### src/rtl/display_scan_driver.sv
// Binary-to-BCD display feeder: a serial double-dabble converter plus a digit scanner with leading-zero blanking.
// Optional raw-hex display path is enabled by defining DISPLAY_HEX_MODE_EN.
module display_scan_driver #(
    parameter int DATA_W      = 8,
    parameter int NUM_DIGITS  = 4,
    parameter int REFRESH_DIV = 1000,
    localparam int IDX_W      = (NUM_DIGITS > 1) ? $clog2(NUM_DIGITS) : 1
) (
    input  logic                  clk,
    input  logic                  reset,
    input  logic                  load,
    input  logic [DATA_W-1:0]     value,
`ifdef DISPLAY_HEX_MODE_EN
    input  logic                  hex_mode,
`endif
    output logic                  busy,
    output logic [3:0]            digit_nibble,
    output logic [NUM_DIGITS-1:0] digit_en,
    output logic [IDX_W-1:0]      scan_idx
);

    // state | meaning
    // IDLE  | waiting for load; display register scanning the last result
    // SHIFT | one double-dabble iteration per cycle, DATA_W cycles
    // LATCH | accumulator copied into the display register

    localparam int BCD_W = NUM_DIGITS * 4;
    localparam int CNT_W = (DATA_W > 1) ? $clog2(DATA_W) : 1;
    localparam int PS_W  = $clog2(REFRESH_DIV);

    typedef enum logic [1:0] {
        IDLE,
        SHIFT,
        LATCH
    } state_t;

    state_t                    state_q, state_d;
    logic [DATA_W-1:0]         bin_q;
    logic [BCD_W-1:0]          acc_q;
    logic [BCD_W-1:0]          disp_q;
    logic [BCD_W-1:0]          bcd_adj;
    logic [BCD_W+DATA_W-1:0]   shifted;
    logic [CNT_W-1:0]          iter_q;
    logic [PS_W-1:0]           ps_q;
    logic [IDX_W-1:0]          idx_q;
    logic [NUM_DIGITS-1:0]     digit_on;
    logic                      any_nz;
    logic                      hex_req;
    logic                      start_bcd;
    logic                      start_hex;
    logic                      do_shift;
    logic                      do_latch;
    logic                      last_iter;

`ifdef DISPLAY_HEX_MODE_EN
    assign hex_req = hex_mode;
`else
    assign hex_req = 1'b0;
`endif

    assign last_iter = (iter_q == CNT_W'(DATA_W - 1));

    always_ff @(posedge clk or posedge reset) begin
        if (reset) begin
            state_q <= IDLE;
        end else begin
            state_q <= state_d;
        end
    end

    always_comb begin
        state_d   = state_q;
        start_bcd = 1'b0;
        start_hex = 1'b0;
        do_shift  = 1'b0;
        do_latch  = 1'b0;
        case (state_q)
            IDLE: begin
                if (load) begin
                    if (hex_req) begin
                        start_hex = 1'b1;
                        state_d   = LATCH;
                    end else begin
                        start_bcd = 1'b1;
                        state_d   = SHIFT;
                    end
                end
            end
            SHIFT: begin
                do_shift = 1'b1;
                if (last_iter) begin
                    state_d = LATCH;
                end
            end
            LATCH: begin
                do_latch = 1'b1;
                state_d  = IDLE;
            end
            default: begin
                state_d = IDLE;
            end
        endcase
    end

    // Add-3 correction on every nibble in parallel, then shift the joint register.
    always_comb begin
        bcd_adj = acc_q;
        for (int k = 0; k < NUM_DIGITS; k++) begin
            if (acc_q[4*k +: 4] >= 4'd5) begin
                bcd_adj[4*k +: 4] = acc_q[4*k +: 4] + 4'd3;
            end
        end
        shifted = {bcd_adj, bin_q} << 1;
    end

    always_ff @(posedge clk or posedge reset) begin
        if (reset) begin
            bin_q  <= '0;
            acc_q  <= '0;
            iter_q <= '0;
            disp_q <= '0;
        end else begin
            if (start_bcd) begin
                bin_q  <= value;
                acc_q  <= '0;
                iter_q <= '0;
            end else if (start_hex) begin
                acc_q <= BCD_W'(value);
            end else if (do_shift) begin
                acc_q  <= shifted[BCD_W+DATA_W-1:DATA_W];
                bin_q  <= shifted[DATA_W-1:0];
                iter_q <= iter_q + CNT_W'(1);
            end
            if (do_latch) begin
                disp_q <= acc_q;
            end
        end
    end

    always_ff @(posedge clk or posedge reset) begin
        if (reset) begin
            ps_q  <= '0;
            idx_q <= '0;
        end else if (ps_q == PS_W'(REFRESH_DIV - 1)) begin
            ps_q  <= '0;
            idx_q <= (idx_q == IDX_W'(NUM_DIGITS - 1)) ? '0 : idx_q + IDX_W'(1);
        end else begin
            ps_q <= ps_q + PS_W'(1);
        end
    end

    // A digit stays lit if it or any more-significant digit is non-zero; digit 0 always lit.
    always_comb begin
        any_nz   = 1'b0;
        digit_on = '0;
        for (int k = NUM_DIGITS - 1; k >= 1; k--) begin
            any_nz      = any_nz | (disp_q[4*k +: 4] != 4'd0);
            digit_on[k] = any_nz;
        end
        digit_on[0] = 1'b1;
    end

    always_comb begin
        digit_nibble = 4'd0;
        digit_en     = '0;
        for (int k = 0; k < NUM_DIGITS; k++) begin
            if (idx_q == IDX_W'(k)) begin
                digit_nibble = disp_q[4*k +: 4];
                digit_en[k]  = digit_on[k];
            end
        end
    end

    assign busy     = (state_q != IDLE);
    assign scan_idx = idx_q;

endmodule

### config.mk
export PLATFORM = sky130hd
export DESIGN_NAME = display_scan_driver
export DESIGN_NICKNAME = d
export VERILOG_FILES = /design/src/rtl/display_scan_driver.sv
export SDC_FILE = /design/constraint.sdc
export NUM_CORES = 1
export LEC_CHECK = 0
export BUFFER_PORTS_ARGS = -buffer_cell sky130_fd_sc_hd__buf_4
export CORE_UTILIZATION = 35
export DETAILED_ROUTE_END_ITERATION = 7
export GPL_ROUTABILITY_DRIVEN = 1
export SLEW_MARGIN = 25
export SYNTH_ARGS = -nofsm -noshare
export SYNTH_HDL_FRONTEND = slang
export SYNTH_SLANG_ARGS = --single-unit
export TNS_END_PERCENT = 30
### constraint.sdc
create_clock -name clk -period 2.1 [get_ports clk]
set_clock_uncertainty 0.2 [all_clocks]
set_input_delay 0.315 -clock clk [delete_from_list [all_inputs] [get_ports clk]]
set_output_delay 0.315 -clock clk [all_outputs]
set_load 0.03 [all_outputs]
==> results of run 1 <==
worst register-to-register path, cell delays in order, from the launching register on:
cell      delay (ns)
dfrtp_1         0.41
inv_1           0.14
ha_1            0.21
nand2b_1        0.06
a21oi_1         0.34
mux2i_1         0.13
a22o_1          0.20
metal layers:
layer,track usage,vias up,share of wire
met5,0,-,0
met4,0.0615,0,0.011
met3,0.0388,6,0.038
met2,0.237,46,0.45
met1,0.188,1038,0.50
li1,-,1129,-
cell usage in the layout, fill, tap and decap left out, types with 3 or more instances in the layout:
master and n:
bufinv_16 3, a21oi_1 19, inv_1 13, dfrtp_1 56, o21ai_1 7, nor2b_1 3, ha_4 3, a22o_1 12
o21ai_0 31, nand2_1 43, o21ai_2 5, nand2b_1 7, xnor2_1 6, xor2_1 4, buf_6 4, o31ai_1 3
mux2i_1 7, nor2_1 12, nand3_1 5, clkbuf_8 10, ha_1 11, nor3b_1 6, mux2_2 8, buf_4 28
flip-flops by register name, summed over array words and instances (netlist names):
signal    count
scan_idx      2
bin_q         8
ps_q         10
acc_q        16
disp_q       16
state_q       2
iter_q        3
stage by stage:
step	instance area, um2	power (W)	utilization	hold slack, ns	setup TNS, ns
final	3650	0.00447	0.444	0.0873	-0.0314
after CTS	3620	0.00451	0.441	0.0751	-0.125
after global placement	3290	0.00313	0.400	0.202	0
after global routing	3650	0.00482	0.444	0.129	-0.478
after detailed placement	3290	0.00319	0.401	0.203	0
after floorplan	2980	0.00279	-	0.250	0
cell usage after synthesis (2+ instances only):
cell type and number:
nor3_1 2, a21oi_1 19, nand2_1 44, nor2_1 12, a22o_1 12, nor2b_1 3, xnor2_1 6, dfrtp_1 57
buf_2 5, nand3_1 5, mux2_2 8, o31ai_1 3, ha_1 15, mux2i_1 7, inv_1 16, xor2_1 4
nand2b_1 7, nor4_1 3, a31oi_1 2, o21ai_0 43, clkbuf_1 6, nor3b_1 6
power groups by stage:
stage	clock network (W)	logic [W]	registers, W
6_report	0.00124	0.00149	0.00174
5_1_grt	0.00132	0.00170	0.00179
4_1_cts	0.00128	0.00150	0.00173
3_5_place_dp	0	0.00146	0.00174
3_3_place_gp	0	0.00140	0.00172
2_1_floorplan	0	0.00115	0.00164
logic make-up (layout without fill, tap and decap cells):
family                     after synthesis  count (layout)  share of synthesized area
AOI/OAI and AO/OA                       84              84                      0.166
muxes                                   16              16                     0.0591
and+or+nand+nor                         91              91                      0.157
DFF                                     57              57                      0.481
xor gates and xnor gates                10              10                     0.0295
adders and majority gates               15              15                     0.0633
buffers and inverters                   30              67                     0.0439
timing repair:
item,in CTS,in global routing
gates resized for setup,20,7
endpoints found under the setup margin,7,7
hold endpoints to repair,57,0
gates cloned,0,0
buffers inserted,3,0
hold buffers,1,0
pin swaps,0,4
final cells by class:
cell class              instances  area, um2  area share
repair buffers                 34        285      0.0782
inverters                      17       66.3      0.0182
clock inverters                 5        103      0.0281
clock buffers                  11        141      0.0387
well taps                     105        131      0.0360
flip-flops and latches         57       1430       0.391
multi-input cells             216       1500       0.410
how the worst max path moves through the flow:
stage,from,to,cells past startpoint
finish,scan_idx[0],digit_nibble[1],7
global route,scan_idx[0],digit_nibble[2],7
CTS,scan_idx[0],digit_nibble[1],7
detailed placement,scan_idx[0],digit_nibble[2],7
global placement,scan_idx[0],digit_nibble[2],7
floorplan,scan_idx[1],digit_en[1],5
==> flow_summary.json, run 1 <==
{
  "p_sw_w": 0.00150,
  "synth-seq-area-share": 0.481,
  "start_util": 0.361,
  "grt_pass1_wl_mm": 10.1,
  "clkSlewWorstSetupHoldPaths_ns": 0.07,
  "p_comb_frac": 0.335,
  "switching_share": 0.337,
  "syn_avg_cell_area_um2": 9.79,
  "syn_inst": 303,
  "fp.dieArea_um2": 8840,
  "synth_top_area_frac": 0.481,
  "antenna_found_initial": 0,
  "wl_per_cell_um": 12.8,
  "die_x_um": 94.0,
  "yosys.cell_types.count": 40,
  "cp-start-kind": "flip-flop",
  "drt_drc_violations_left": 0,
  "cp_max_fo": 5,
  "grt_setup_unrepaired": "true",
  "grt_use_total": 0.148,
  "p_leak_nw": 1.65,
  "min_period_ns": 2.11,
  "cpMaxStageDelayCell": "dfrtp_2",
  "worstPathArrival_ns": 1.60,
  "grt.overflow.total": 0,
  "hp-start": "value[7]",
  "peakVddDrop_mv": 0.545,
  "r2r_cells": 6,
  "first_global_vias": 2226,
  "die_h_um": 94.0,
  "setup_viol_count_final": 3,
  "num_vias": 2219,
  "area_delta_synth_final_pct": 23.1,
  "endpoint_kind": "primary output",
  "cts_tree": "built",
  "crit_path_cell_trace": "inv_4 > ha_4 > nand2_1 > o21ai_1 > o21ai_1 > o21ai_2 > buf_6",
  "clk_latency_ns": 0.33,
  "pre_cts_slack_ns": 0.175,
  "dp_hpwl_mm": 3.91,
  "violations": "negative setup slack",
  "crit_family": "flip-flops",
  "slew_headroom": 0.555,
  "cpMostUsedCell": "o21ai_1",
  "status": "finished with violations",
  "fin_crit_sh": 1.01,
  "antenna_cells": 0,
  "required_ns": 1.58,
  "rr_startpoint": "acc_q[0]",
  "ys_warn_count": 0,
  "synth.ff_latch_count": 57,
  "layout_setup_ws_ns": -0.0119,
  "synth_edf_count": 0,
  "synth_area_leaders": "dfrtp_1 48%, o21ai_0 7.3%, ha_1 6.3%",
  "cts_buffer_depth": 2,
  "cts_made_buffers": 9,
  "power_frac_seq": 0.388,
  "syn-num-nets": 329,
  "place_inst": 425,
  "drtIter0Drc": 72,
  "fin_nets": 361,
  "io_buffers": 21,
  "rows": 33,
  "whs_path_depth": 3,
  "place.gp.congestion": 0.843,
  "drt-total-wl_mm": 5.71,
  "cp.buffers_inverters": 2,
  "netlist_area_um2": 2970,
  "clkPwrFrac": 0.277,
  "worst_slew_pin_slew_ns": 0.665,
  "io_pins": 22,
  "power_density_nw_per_um2": 1220,
  "synth_ff_type": "dfrtp_1",
  "dr.pass1.iters": 4,
  "path_class": "reg2out",
  "post-synth-top-area-cell": "dfrtp_1",
  "async_flop_share": 1.00,
  "cp_slowest_stage_delay_ns": 0.46,
  "finalMaxSlewViolations": 0,
  "stdcell_count": 445,
  "viasPerCell": 4.99,
  "timing.rr.end": "acc_q[2]",
  "r2r_slack_ns": 0.31,
  "hold_viol_final": 0,
  "drive_above_1_share": 0.232,
  "root_buffer": "clkbuf_8",
  "grt_max_degree": 58,
  "antenna_left": 0,
  "max_freq_mhz": 474,
  "cap_violations": 0,
  "htreeDepth": 3,
  "whs_endpoint": "bin_q[7]",
  "hold_class": "in2reg",
  "cts_sinks": 57,
  "core_um2": 8220,
  "p_int_w": 0.00296,
  "fill_cells": 783
}
(Power assumes the default switching activity.)
==> run 2: changes to the inputs <==
Settings changed: CORE_UTILIZATION 35 to 56, PLACE_DENSITY set to 0.75.
==> flow_summary.json, run 2 (synthesis gave the netlist of run 1 again) <==
{
  "status": "finished with violations",
  "violations": "negative setup slack",
  "layout_common_cells": "56 x dfrtp_1, 44 x nand2_1, 31 x o21ai_0",
  "fin_crit_sh": 1.01,
  "power_density_nw_per_um2": 1180,
  "htreeDepth": 3,
  "max_freq_mhz": 470,
  "p_int_w": 0.00270,
  "cts_made_buffers": 9,
  "cap_violations": 0,
  "clk_latency_ns": 0.34,
  "worst_slew_pin_slew_ns": 0.628,
  "cts_tree": "built",
  "fin_area_um2": 3560,
  "hold_class": "in2reg",
  "fin_nets": 361,
  "antenna_left": 0,
  "register_area_um2": 1430,
  "grt.overflow.total": 0,
  "viasPerCell": 5.49,
  "drive_above_1_share": 0.226,
  "core_um2": 5110,
  "worstPathArrival_ns": 1.61,
  "whs_path_depth": 3,
  "drtIter0Drc": 113,
  "p_sw_w": 0.00150,
  "path_class": "reg2out",
  "place_area_um2": 3230,
  "start_util": 0.581,
  "cts_sinks": 57,
  "antenna_found_initial": 0,
  "layout_setup_ws_ns": -0.0280,
  "clkPwrFrac": 0.240,
  "die_h_um": 74.8,
  "rows": 26,
  "endpoint_kind": "primary output",
  "fp.dieArea_um2": 5590,
  "p_comb_frac": 0.348,
  "wl_per_cell_um": 13.7,
  "grt_use_total": 0.233,
  "p_leak_nw": 1.62,
  "clkSlewWorstSetupHoldPaths_ns": 0.07,
  "cts_buffer_depth": 2,
  "setup_viol_count_final": 2,
  "grt_setup_unrepaired": "true",
  "hold_ws_ns": 0.0734,
  "finalMaxSlewViolations": 0,
  "top_regs": "acc_q: 16 flops, disp_q: 16 flops, ps_q: 10 flops",
  "cp_max_fo": 5,
  "fill_cells": 407,
  "peakVddDrop_mv": 0.741,
  "num_vias": 2251,
  "grt_pass1_wl_mm": 9.51,
  "antenna_cells": 0,
  "die_x_um": 74.8,
  "place.gp.congestion": 0.796,
  "slew_headroom": 0.580,
  "drt-total-wl_mm": 5.63,
  "required_ns": 1.58,
  "timing.setup.tns_ns": -0.0280,
  "r2r_cells": 6,
  "multi_input_area_um2": 1490,
  "io_buffers": 21,
  "first_global_vias": 2110,
  "switching_share": 0.357,
  "root_buffer": "clkbuf_8",
  "hold_viol_final": 0,
  "area_delta_synth_final_pct": 20.0,
  "grt_max_degree": 58,
  "layout_commonest_cell": "dfrtp_1",
  "dr.pass1.iters": 4,
  "io_pins": 22,
  "min_period_ns": 2.13,
  "drt_drc_violations_left": 0,
  "power_frac_seq": 0.412,
  "cp-start-kind": "flip-flop",
  "dp_hpwl_mm": 3.80
}
run 2: worst paths after layout:
kind / from / to / slack (ns)
setup / recovery: scan_idx[0] / digit_nibble[1] / -0.03
min in group asynchronous: reset / bin_q[6] / 0.38
hold / removal: value[7] / bin_q[7] / 0.07
setup reg to reg: ps_q[0] / ps_q[7] / 0.30
max in group asynchronous: reset / scan_idx[0] / 1.06
hold reg to reg: bin_q[5] / bin_q[5] / 0.28
run 2: final cells by class:
type                    count  share of cell area
inverters                  17              0.0186
repair buffers             34              0.0802
flip-flops and latches     57               0.401
well taps                  70              0.0246
clock inverters             5              0.0155
clock buffers              11              0.0397
multi-input cells         216               0.420
run 2: timing repair:
item                                   in CTS  in global routing
buffers inserted                            3                  1
endpoints found under the hold margin      57                  0
pin swaps                                   3                  5
setup endpoints to repair                   7                  6
hold buffers                                1                  0
gates cloned                                0                  0
gates resized for setup                    23                  2
run 2: per-stage QoR:
stage / std cells / total power (W) / setup WS, ns / util
2_1_floorplan: 303 / 0.00279 / 0.0179 / -
3_3_place_gp: 389 / 0.00309 / 0.242 / 0.633
3_5_place_dp: 389 / 0.00317 / 0.152 / 0.633
4_1_cts: 409 / 0.00423 / -0.0657 / 0.690
5_1_grt: 410 / 0.00454 / -0.133 / 0.696
6_report: 410 / 0.00420 / -0.0280 / 0.696
run 2: routing by layer:
metal | wire length (um) | vias to the layer above | track usage | share of wire
met5 | 0 | - | 0 | 0
met4 | 93 | 0 | 0.101 | 0.017
met3 | 206 | 12 | 0.0669 | 0.037
met2 | 2710 | 46 | 0.372 | 0.48
met1 | 2620 | 1069 | 0.299 | 0.46
li1 | - | 1124 | - | -
run 2: critical path, cell delays in order, from the launching register on:
cell     delay (ns)
dfrtp_2        0.46
inv_4          0.10
ha_4           0.15
nand2_1        0.05
o21ai_1        0.14
o21ai_1        0.10
o21ai_2        0.13
buf_6          0.14
run 2: power by group through the flow:
| stage | Clock [W] | Combinational [W] | Sequential (W) |
|---|---|---|---|
| after floorplan | 0 | 0.00115 | 0.00164 |
| after global routing | 0.00109 | 0.00168 | 0.00178 |
| after CTS | 0.00103 | 0.00148 | 0.00172 |
| after detailed placement | 0 | 0.00143 | 0.00173 |
| final | 0.00101 | 0.00146 | 0.00173 |
| after global placement | 0 | 0.00137 | 0.00172 |
==> run 3: changes to the inputs <==
Settings changed: CORE_UTILIZATION 56 to 45, GPL_TIMING_DRIVEN set to 0, PLACE_DENSITY 0.75 to not set.
==> flow_summary.json, run 3 (synthesis gave the netlist of run 1 again) <==
{
  "worst_slew_pin_slew_ns": 0.504,
  "cp_max_fo": 9,
  "drive_above_1_share": 0.221,
  "postLayoutCoreUtil": 0.562,
  "antenna_found_initial": 0,
  "pre_cts_slack_ns": 0.0357,
  "place_area_um2": 3260,
  "cp-start-kind": "flip-flop",
  "min_period_ns": 2.12,
  "cts_sinks": 57,
  "grt_use_total": 0.188,
  "place.gp.congestion": 0.774,
  "fin_crit_sh": 1.01,
  "crit_family": "flip-flops",
  "grt_setup_unrepaired": "true",
  "max_freq_mhz": 472,
  "violations": "negative setup slack",
  "grt_pass1_wl_mm": 10.2,
  "layout_common_cells": "56 x dfrtp_1, 44 x nand2_1, 31 x o21ai_0",
  "drtIter0Drc": 165,
  "p_leak_nw": 1.64,
  "dp_hpwl_mm": 4.10,
  "crit_path_cell_trace": "buf_4 > ha_4 > o21ai_1 > o21ai_1 > o21ai_2 > buf_6",
  "peakVddDrop_mv": 0.619,
  "num_vias": 2226,
  "cp.buffers_inverters": 2,
  "p_sw_w": 0.00150,
  "cts_tree": "built",
  "antenna_left": 0,
  "worstPathArrival_ns": 1.60,
  "endpoint_kind": "primary output",
  "antenna_cells": 0,
  "clkPwrFrac": 0.250,
  "cts_buffer_depth": 2,
  "place_inst": 402,
  "dr.pass1.iters": 4,
  "grt.overflow.total": 0,
  "core_um2": 6350,
  "die_x_um": 83.2,
  "cpMaxStageDelayCell": "dfrtp_1",
  "crit_cells": 6,
  "status": "finished with violations",
  "cpMostUsedCell": "o21ai_1",
  "start_util": 0.467,
  "drt_drc_violations_left": 0,
  "hold_viol_final": 0,
  "io_pins": 22,
  "cts_made_buffers": 9,
  "first_global_vias": 2134,
  "switching_share": 0.352,
  "whs_path_depth": 3,
  "area_delta_synth_final_pct": 20.3,
  "finalMaxSlewViolations": 0,
  "grt_max_degree": 33,
  "r2r_cells": 4,
  "path_class": "reg2out",
  "clkSlewWorstSetupHoldPaths_ns": 0.06,
  "rows": 29,
  "wl_per_cell_um": 13.8,
  "required_ns": 1.58,
  "io_buffers": 21,
  "fin_area_um2": 3570,
  "hold_class": "in2reg",
  "top_regs": "acc_q: 16 flops, disp_q: 16 flops, ps_q: 10 flops",
  "fp.dieArea_um2": 6920,
  "clk_latency_ns": 0.33,
  "slew_headroom": 0.664,
  "layout_commonest_cell": "dfrtp_1",
  "setup_viol_count_final": 2,
  "root_buffer": "clkbuf_8",
  "p_comb_frac": 0.347,
  "cap_violations": 0,
  "viasPerCell": 5.29,
  "drt-total-wl_mm": 5.82,
  "fill_cells": 564,
  "stdcell_count": 421,
  "fin_nets": 365,
  "die_h_um": 83.2,
  "layout_setup_ws_ns": -0.0176,
  "power_frac_seq": 0.403,
  "htreeDepth": 3,
  "p_int_w": 0.00276,
  "power_density_nw_per_um2": 1190,
  "cp_slowest_stage_delay_ns": 0.41
}
## run 3: changes by cell type in the layout (fill, tap and decap cells not counted), sizes merged
| cell | previous run | this run |
|---|---|---|
| clkbuf | 11 | 18 |
| clkinv | 3 | 2 |
| clkinvlp | 2 | 0 |
## run 3: per-stage QoR
step           TNS, ns  hold WS [ns]  power, W
6_report       -0.0228        0.0820   0.00425
5_1_grt         -0.434         0.123   0.00458
4_1_cts        -0.0624        0.0685   0.00428
3_5_place_dp         0         0.122   0.00319
3_3_place_gp    -36.71         0.264   0.00314
2_1_floorplan        0         0.250   0.00279
## run 3: worst paths after layout
kind / slack [ns] / to / startpoint
worst max-delay path: -0.02 / digit_nibble[0] / scan_idx[0]
worst min-delay path: 0.08 / bin_q[7] / value[7]
worst max register to register: 0.08 / scan_idx[0] / ps_q[0]
worst min register to register: 0.28 / bin_q[7] / bin_q[7]
max in group asynchronous: 0.91 / disp_q[4] / reset
min in group asynchronous: 0.31 / iter_q[1] / reset
## run 3: layout make-up
class	instances	area (um2)	area share
Clock buffer	14	173	0.0484
Timing Repair Buffer	27	233	0.0653
Clock inverter	2	35.0	0.00982
Buffer	11	63.8	0.0179
Inverter	17	66.3	0.0186
Multi-Input combinational cell	216	1470	0.413
Sequential cell	57	1430	0.400
Tap cell	77	96.3	0.0270
## run 3: per-layer routing
layer  GRT usage  share of wire  wire length (um)
met5           0              0                 0
met4      0.0846          0.019               109
met3      0.0457          0.030               174
met1       0.258           0.51              2970
met2       0.282           0.44              2560
## run 3: worst min-delay path: stages
cell	delay (ns)
buf_4	0.08
a22oi_1	0.05
o21ai_0	0.13
## run 3: timing repair
item	4_1_cts	5_1_grt
setup endpoints to repair	6	9
pin swaps	2	0
hold buffers	1	0
resized for setup	19	5
endpoints found under the hold margin	25	0
setup buffers	4	0
## run 3: power groups by stage
stage | Clock (W) | Sequential, W | Combinational [W]
after floorplan | 0 | 0.00164 | 0.00115
after global placement | 0 | 0.00172 | 0.00143
after detailed placement | 0 | 0.00173 | 0.00146
after CTS | 0.00108 | 0.00171 | 0.00149
after global routing | 0.00113 | 0.00177 | 0.00168
final | 0.00106 | 0.00172 | 0.00148
